<file path="src/rtl/id_ex_stage.sv">
`default_nettype none
// ============================================================================
// Module   : id_ex_stage
// Purpose  : Decode-to-execute stage. Decodes a MIPS instruction into an ALU
//            opcode and operands, detects load-use hazards against the
//            instruction currently in E, and owns the ID/EX pipeline register
//            (stall, flush, bubble insertion).
// Ports    : clk, rst           - clock / synchronous active-high reset
//            validD, instrD, pcD - decode-side instruction and its PC
//            rsDataD, rtDataD    - forwarded register operands
//            stallE, flushE      - downstream hold / bubble requests
//            readyD              - decode may advance this cycle
//            loadUseStall        - combinational load-use hazard flag
//            validE .. pcE       - registered execute-stage contents
// Revision : 1.0 - initial release
// ============================================================================
module id_ex_stage #(
  parameter int WORD_W = 32,
  parameter int OP_W   = 4
) (
  input  logic              clk,
  input  logic              rst,
  input  logic              validD,
  input  logic [31:0]       instrD,
  input  logic [31:0]       pcD,
  input  logic [WORD_W-1:0] rsDataD,
  input  logic [WORD_W-1:0] rtDataD,
  input  logic              stallE,
  input  logic              flushE,
  output logic              readyD,
  output logic              loadUseStall,
  output logic              validE,
  output logic [OP_W-1:0]   aluOpE,
  output logic [WORD_W-1:0] SrcA,
  output logic [WORD_W-1:0] SrcB,
  output logic [WORD_W-1:0] storeDataE,
  output logic [4:0]        writeRegE,
  output logic              regWriteE,
  output logic              memReadE,
  output logic              memWriteE,
  output logic              illegalE,
  output logic [31:0]       pcE
);

  // ALU opcode encodings shared with the execute stage
  localparam logic [OP_W-1:0] ALU_AND      = OP_W'(0);
  localparam logic [OP_W-1:0] ALU_SUB      = OP_W'(1);
  localparam logic [OP_W-1:0] ALU_ADD      = OP_W'(2);
  localparam logic [OP_W-1:0] ALU_XOR      = OP_W'(3);
  localparam logic [OP_W-1:0] ALU_NOR      = OP_W'(4);
  localparam logic [OP_W-1:0] ALU_OR       = OP_W'(5);
  localparam logic [OP_W-1:0] ALU_EQB      = OP_W'(6);
  localparam logic [OP_W-1:0] ALU_SLT      = OP_W'(7);
  localparam logic [OP_W-1:0] ALU_SLTU     = OP_W'(8);
  localparam logic [OP_W-1:0] ALU_LS_LEFT  = OP_W'(9);
  localparam logic [OP_W-1:0] ALU_LS_RIGHT = OP_W'(10);
  localparam logic [OP_W-1:0] ALU_AS_RIGHT = OP_W'(11);

  // Instruction fields
  logic [5:0]  w_opcode;
  logic [4:0]  w_rs, w_rt, w_rd, w_shamt;
  logic [5:0]  w_funct;
  logic [15:0] w_imm;

  assign w_opcode = instrD[31:26];
  assign w_rs     = instrD[25:21];
  assign w_rt     = instrD[20:16];
  assign w_rd     = instrD[15:11];
  assign w_shamt  = instrD[10:6];
  assign w_funct  = instrD[5:0];
  assign w_imm    = instrD[15:0];

  logic [WORD_W-1:0] w_imm_sx, w_imm_zx, w_shamt_zx, w_imm_hi;
  assign w_imm_sx   = {{(WORD_W-16){w_imm[15]}}, w_imm};
  assign w_imm_zx   = {{(WORD_W-16){1'b0}}, w_imm};
  assign w_shamt_zx = {{(WORD_W-5){1'b0}}, w_shamt};
  assign w_imm_hi   = {w_imm, {(WORD_W-16){1'b0}}};

  // Decoded next-state contents of the E register
  logic [OP_W-1:0]   alu_op_d;
  logic [WORD_W-1:0] src_a_d, src_b_d;
  logic [4:0]        dest_d;
  logic              reg_write_d, mem_read_d, mem_write_d, illegal_d;
  logic              rs_used, rt_used;

  always_comb begin
    alu_op_d    = ALU_ADD;
    src_a_d     = rsDataD;
    src_b_d     = rtDataD;
    dest_d      = 5'd0;
    reg_write_d = 1'b0;
    mem_read_d  = 1'b0;
    mem_write_d = 1'b0;
    illegal_d   = 1'b0;
    rs_used     = 1'b1;
    rt_used     = 1'b0;

    if (w_opcode == 6'h00) begin
      rt_used     = 1'b1;
      dest_d      = w_rd;
      reg_write_d = 1'b1;
      case (w_funct)
        6'h20, 6'h21: alu_op_d = ALU_ADD;
        6'h22, 6'h23: alu_op_d = ALU_SUB;
        6'h24:        alu_op_d = ALU_AND;
        6'h25:        alu_op_d = ALU_OR;
        6'h26:        alu_op_d = ALU_XOR;
        6'h27:        alu_op_d = ALU_NOR;
        6'h2A:        alu_op_d = ALU_SLT;
        6'h2B:        alu_op_d = ALU_SLTU;
        // constant shifts take the amount from shamt and ignore rs
        6'h00: begin alu_op_d = ALU_LS_LEFT;  src_a_d = w_shamt_zx; rs_used = 1'b0; end
        6'h02: begin alu_op_d = ALU_LS_RIGHT; src_a_d = w_shamt_zx; rs_used = 1'b0; end
        6'h03: begin alu_op_d = ALU_AS_RIGHT; src_a_d = w_shamt_zx; rs_used = 1'b0; end
        6'h04:        alu_op_d = ALU_LS_LEFT;
        6'h06:        alu_op_d = ALU_LS_RIGHT;
        6'h07:        alu_op_d = ALU_AS_RIGHT;
        default: begin
          illegal_d   = 1'b1;
          reg_write_d = 1'b0;
          dest_d      = 5'd0;
        end
      endcase
    end else begin
      dest_d      = w_rt;
      reg_write_d = 1'b1;
      case (w_opcode)
        6'h08, 6'h09: begin alu_op_d = ALU_ADD;  src_b_d = w_imm_sx; end
        6'h0A:        begin alu_op_d = ALU_SLT;  src_b_d = w_imm_sx; end
        6'h0B:        begin alu_op_d = ALU_SLTU; src_b_d = w_imm_sx; end
        6'h0C:        begin alu_op_d = ALU_AND;  src_b_d = w_imm_zx; end
        6'h0D:        begin alu_op_d = ALU_OR;   src_b_d = w_imm_zx; end
        6'h0E:        begin alu_op_d = ALU_XOR;  src_b_d = w_imm_zx; end
        6'h0F: begin
          alu_op_d = ALU_EQB;
          src_a_d  = w_imm_hi;
          src_b_d  = '0;
          rs_used  = 1'b0;
        end
        6'h23: begin
          alu_op_d   = ALU_ADD;
          src_b_d    = w_imm_sx;
          mem_read_d = 1'b1;
        end
        6'h2B: begin
          alu_op_d    = ALU_ADD;
          src_b_d     = w_imm_sx;
          mem_write_d = 1'b1;
          reg_write_d = 1'b0;
          dest_d      = 5'd0;
          rt_used     = 1'b1;
        end
        default: begin
          illegal_d   = 1'b1;
          reg_write_d = 1'b0;
          dest_d      = 5'd0;
        end
      endcase
    end

    // writes to $0 are architecturally discarded
    if (dest_d == 5'd0) reg_write_d = 1'b0;
  end

  // E register
  logic              valid_q, reg_write_q, mem_read_q, mem_write_q, illegal_q;
  logic [OP_W-1:0]   alu_op_q;
  logic [WORD_W-1:0] src_a_q, src_b_q, store_q;
  logic [4:0]        dest_q;
  logic [31:0]       pc_q;

  // Hazard: the load in E produces a register the D instruction reads
  assign loadUseStall = validD & valid_q & mem_read_q & (dest_q != 5'd0) &
                        ((rs_used & (w_rs == dest_q)) | (rt_used & (w_rt == dest_q)));

  assign readyD = ~rst & ~stallE & ~loadUseStall;

  // Bubble whenever reset/flush, or when advancing without a consumable
  // instruction (hazard or empty D slot). A stall alone holds everything.
  logic w_bubble, w_load;
  assign w_bubble = rst | flushE | (~stallE & (loadUseStall | ~validD));
  assign w_load   = ~stallE;

  always_ff @(posedge clk) begin
    if (w_bubble) begin
      valid_q     <= 1'b0;
      alu_op_q    <= '0;
      src_a_q     <= '0;
      src_b_q     <= '0;
      store_q     <= '0;
      dest_q      <= 5'd0;
      reg_write_q <= 1'b0;
      mem_read_q  <= 1'b0;
      mem_write_q <= 1'b0;
      illegal_q   <= 1'b0;
      pc_q        <= 32'd0;
    end else if (w_load) begin
      valid_q     <= 1'b1;
      alu_op_q    <= alu_op_d;
      src_a_q     <= src_a_d;
      src_b_q     <= src_b_d;
      store_q     <= rtDataD;
      dest_q      <= dest_d;
      reg_write_q <= reg_write_d;
      mem_read_q  <= mem_read_d;
      mem_write_q <= mem_write_d;
      illegal_q   <= illegal_d;
      pc_q        <= pcD;
    end
  end

  assign validE     = valid_q;
  assign aluOpE     = alu_op_q;
  assign SrcA       = src_a_q;
  assign SrcB       = src_b_q;
  assign storeDataE = store_q;
  assign writeRegE  = dest_q;
  assign regWriteE  = reg_write_q;
  assign memReadE   = mem_read_q;
  assign memWriteE  = mem_write_q;
  assign illegalE   = illegal_q;
  assign pcE        = pc_q;

endmodule
`default_nettype wire

</file>
<file path="config.mk">
export PLATFORM = sky130hd
export DESIGN_NAME = id_ex_stage
export DESIGN_NICKNAME = d
export VERILOG_FILES = /design/src/rtl/id_ex_stage.sv
export SDC_FILE = /design/constraint.sdc
export NUM_CORES = 1
export LEC_CHECK = 0
export CAP_MARGIN = 10
export CORE_MARGIN = 2
export CORE_UTILIZATION = 37
export DETAILED_ROUTE_END_ITERATION = 7
export HOLD_SLACK_MARGIN = 0.05
export PLACE_DENSITY = 0.86
export SLEW_MARGIN = 25
export SYNTH_ARGS = -nofsm -noshare
export SYNTH_HDL_FRONTEND = slang
export SYNTH_SLANG_ARGS = --single-unit
export TNS_END_PERCENT = 50
</file>
<file path="constraint.sdc">
create_clock -name clk -period 2.19 [get_ports clk]
set_input_delay 0.3285 -clock clk [delete_from_list [all_inputs] [get_ports clk]]
set_output_delay 0.3285 -clock clk [all_outputs]
set_load 0.01 [all_outputs]
</file>
==> out/results.ini <==
[outcome]
status=finished, violations left
violations=setup timing

[yosys]
synth_area_leaders=dfxtp_1 (48%), mux2i_1 (11%), nor2_1 (6.6%)
synth.avg_cell_area_um2=8.93
synth_seq_area_share_pct=48.0
syn_inst=664
yosys_warnings=0
synth.distinct_cells=44
synth.most_common_cell=dfxtp_1
yosys.area.top_type=dfxtp_1
synth_top_area_share_pct=48.0
synth_enable_flop_cells=0
syn_area_um2=5930
async_flop_share_pct=0
synthTopCellsByCount=dfxtp_1 (142), nor2_1 (105), mux2i_1 (66)
synth.net_count=797
ys_ff_latch=142
ys.flop_type=dfxtp_1

[critical_path]
worstPathArrival_ns=2.05
reg2reg_from=writeRegE[1]
setup.worst_path.start_class=input pin
crit_chain=buf_6 -> buf_6 -> buf_4 -> buf_4 -> nand4_1 -> a2111oi_4 -> nand2_1 -> a211oi_2 -> nor3_2 -> buf_2
r2r-end=SrcB[3]
worst-path-buf-inv=5
end_kind=output pin
slowest_stage=a2111oi_4
path_delay_family=compound AO/OA/AOI/OAI gates
crit_type=in2out
r2r_cells=9
regToRegSetupSlack_ns=-0.18
crit_required_ns=1.86
cp_max_fo=6
critPathMaxStageDelay_ns=0.50

[floorplanning]
ios=277
dieHeight_um=131
core_area_um2=15800
die_area_um2=17100
die_x_um=131
rows=46
start_util_pct=37.6

[place]
port_buffers=276
gp_congestion=0.841
post-place-ws_ns=-0.941
dp_hpwl_um=15500
place_inst=1169
placed_area_um2=9370

[global_route]
grt_antenna_before_repair=0
grt_max_degree=77
grt_pass1_vias=6654
grtUsageTotal_pct=26.7
grt_overflow=0
grt_pass1_wl_um=34800

[clock_network]
h-tree-depth=4
cts_sinks=142
clk_path_buf_depth=2
cts_inserted_buffers=17
clock_latency_ns=0.42
root_buffer=clkbuf_16
postCtsHoldBufs=0
path_clk_slew_ns=0.06
cts_tree=yes

[timing]
final-setup-viol-count=144
final_max_slew_viol_count=0
worst_slack_ns=-0.186
hold_viol=0
setup_tns_ns=-12.84
worst_slew_pin_slew_ns=0.473
fin_crit_ns=2.38
rsz0062_at_grt=true
fin_crit_sh_pct=108
holdWs_ns=0.166
fmax_mhz=421
fin_worst_skew_ns=0.0101
slew_headroom_pct=68.5

[layout]
fillers=1088
nets=1129
final_cell_area_um2=11300
antenna_cells=0
drive_gt1_share_pct=27.3
finalNonFillerCells=1225
syn2layout_area_growth_pct=90.9
utilization_pct=71.8

[power]
p_per_area_nw_per_um2=675
power.leakage_nw=4.24
ir_drop_uv=538
total_power_mw=7.64

[routing]
drc=0
detail-route-antenna-nets=0
totalWireLength_um=25400
via_per_inst=5.44
first_pass_iters=5
wire_per_inst_um=20.7
drt_iter0_drc=366
num_vias=6668

[worst_hold_path]
min_path_cells=2
worstHoldStart=stallE
worstHoldEndpoint=validE
hp-class=in2reg

[run]
cap_violations=0

-- flip-flops by register name, indices dropped and copies added, names as in the netlist --
| signal | count |
|---|---|
| SrcA | 32 |
| SrcB | 32 |
| pcE | 32 |
| storeDataE | 32 |
| writeRegE | 5 |
| aluOpE | 4 |
| illegalE | 1 |
| memReadE | 1 |
| memWriteE | 1 |
| regWriteE | 1 |
| validE | 1 |
-- routing by layer --
metal	share of wire [%]	global-route usage (%)	wire (µm)
met4	3.1	10.5	777
met2	51	45.5	12800
met1	38	31.3	9620
met3	8.5	8.63	2150
met5	0	0	0
-- cell families after synthesis --
| family | count (synthesis) | share of synthesized area, % |
|---|---|---|
| XOR/XNOR | 12 | 1.77 |
| AO/OA/AOI/OAI | 129 | 14.9 |
| multiplexers | 66 | 11.1 |
| buffers and inverters | 64 | 5.38 |
| AND/OR/NAND/NOR | 251 | 18.8 |
| flip-flops | 142 | 48.0 |
-- cell usage in the layout, fill, tap and decap left out, types with 4 or more instances in the layout --
cell / instances
dlymetal6s2s_1: 4
inv_1: 6
a31oi_1: 6
nor3_2: 13
a21oi_1: 6
nor3_4: 4
dfxtp_1: 140
nand3_1: 52
a311oi_2: 5
clkdlybuf4s50_1: 264
nor2_4: 27
buf_16: 6
a32o_1: 4
clkbuf_16: 21
nor2_2: 37
buf_8: 6
clkinv_4: 4
buf_4: 51
buf_6: 12
buf_12: 17
a22oi_1: 22
a221oi_1: 16
bufinv_16: 6
mux2i_1: 66
xor2_1: 9
nor3_1: 10
nor2_1: 42
nand2_1: 45
o21ai_0: 9
a31oi_4: 11
a21oi_2: 32
-- final cells by class --
type                    count  area, µm²  share of cell area [%]
clock inverters            13        236                    2.09
well taps                 216        270                    2.39
inverters                   7       26.3                   0.232
clock buffers              19        433                    3.83
repair buffers            370       3940                    34.8
flip-flops and latches    142       2850                    25.2
multi-input cells         458       3560                    31.5
-- report_power, final --
group	total, mW	internal, mW	switching [mW]	leakage [nW]
registers	2.77	2.70	0.0695	1.16
logic	1.56	0.843	0.715	2.76
clock network	3.31	2.15	1.16	0.322
total	7.64	5.69	1.95	4.24
-- timing repair --
| item | CTS | global route |
|---|---|---|
| pin swaps | 72 | 23 |
| endpoints found under the setup margin | 144 | 144 |
| gates cloned | 10 | 2 |
| buffers inserted | 14 | 3 |
| gates resized for setup | 110 | 132 |
-- worst max-delay path by stage --
stage | slack (ns) | depth (start not counted) | from | endpoint
after global routing | -0.25 | 6 | writeRegE[1] | readyD
final | -0.19 | 10 | instrD[27] | readyD
after detailed placement | -0.94 | 7 | instrD[27] | loadUseStall
after floorplan | 0.02 | 6 | instrD[31] | readyD
after CTS | -0.28 | 10 | instrD[27] | readyD
after global placement | -0.95 | 7 | instrD[27] | loadUseStall
Power figures use the tool's default switching activity.
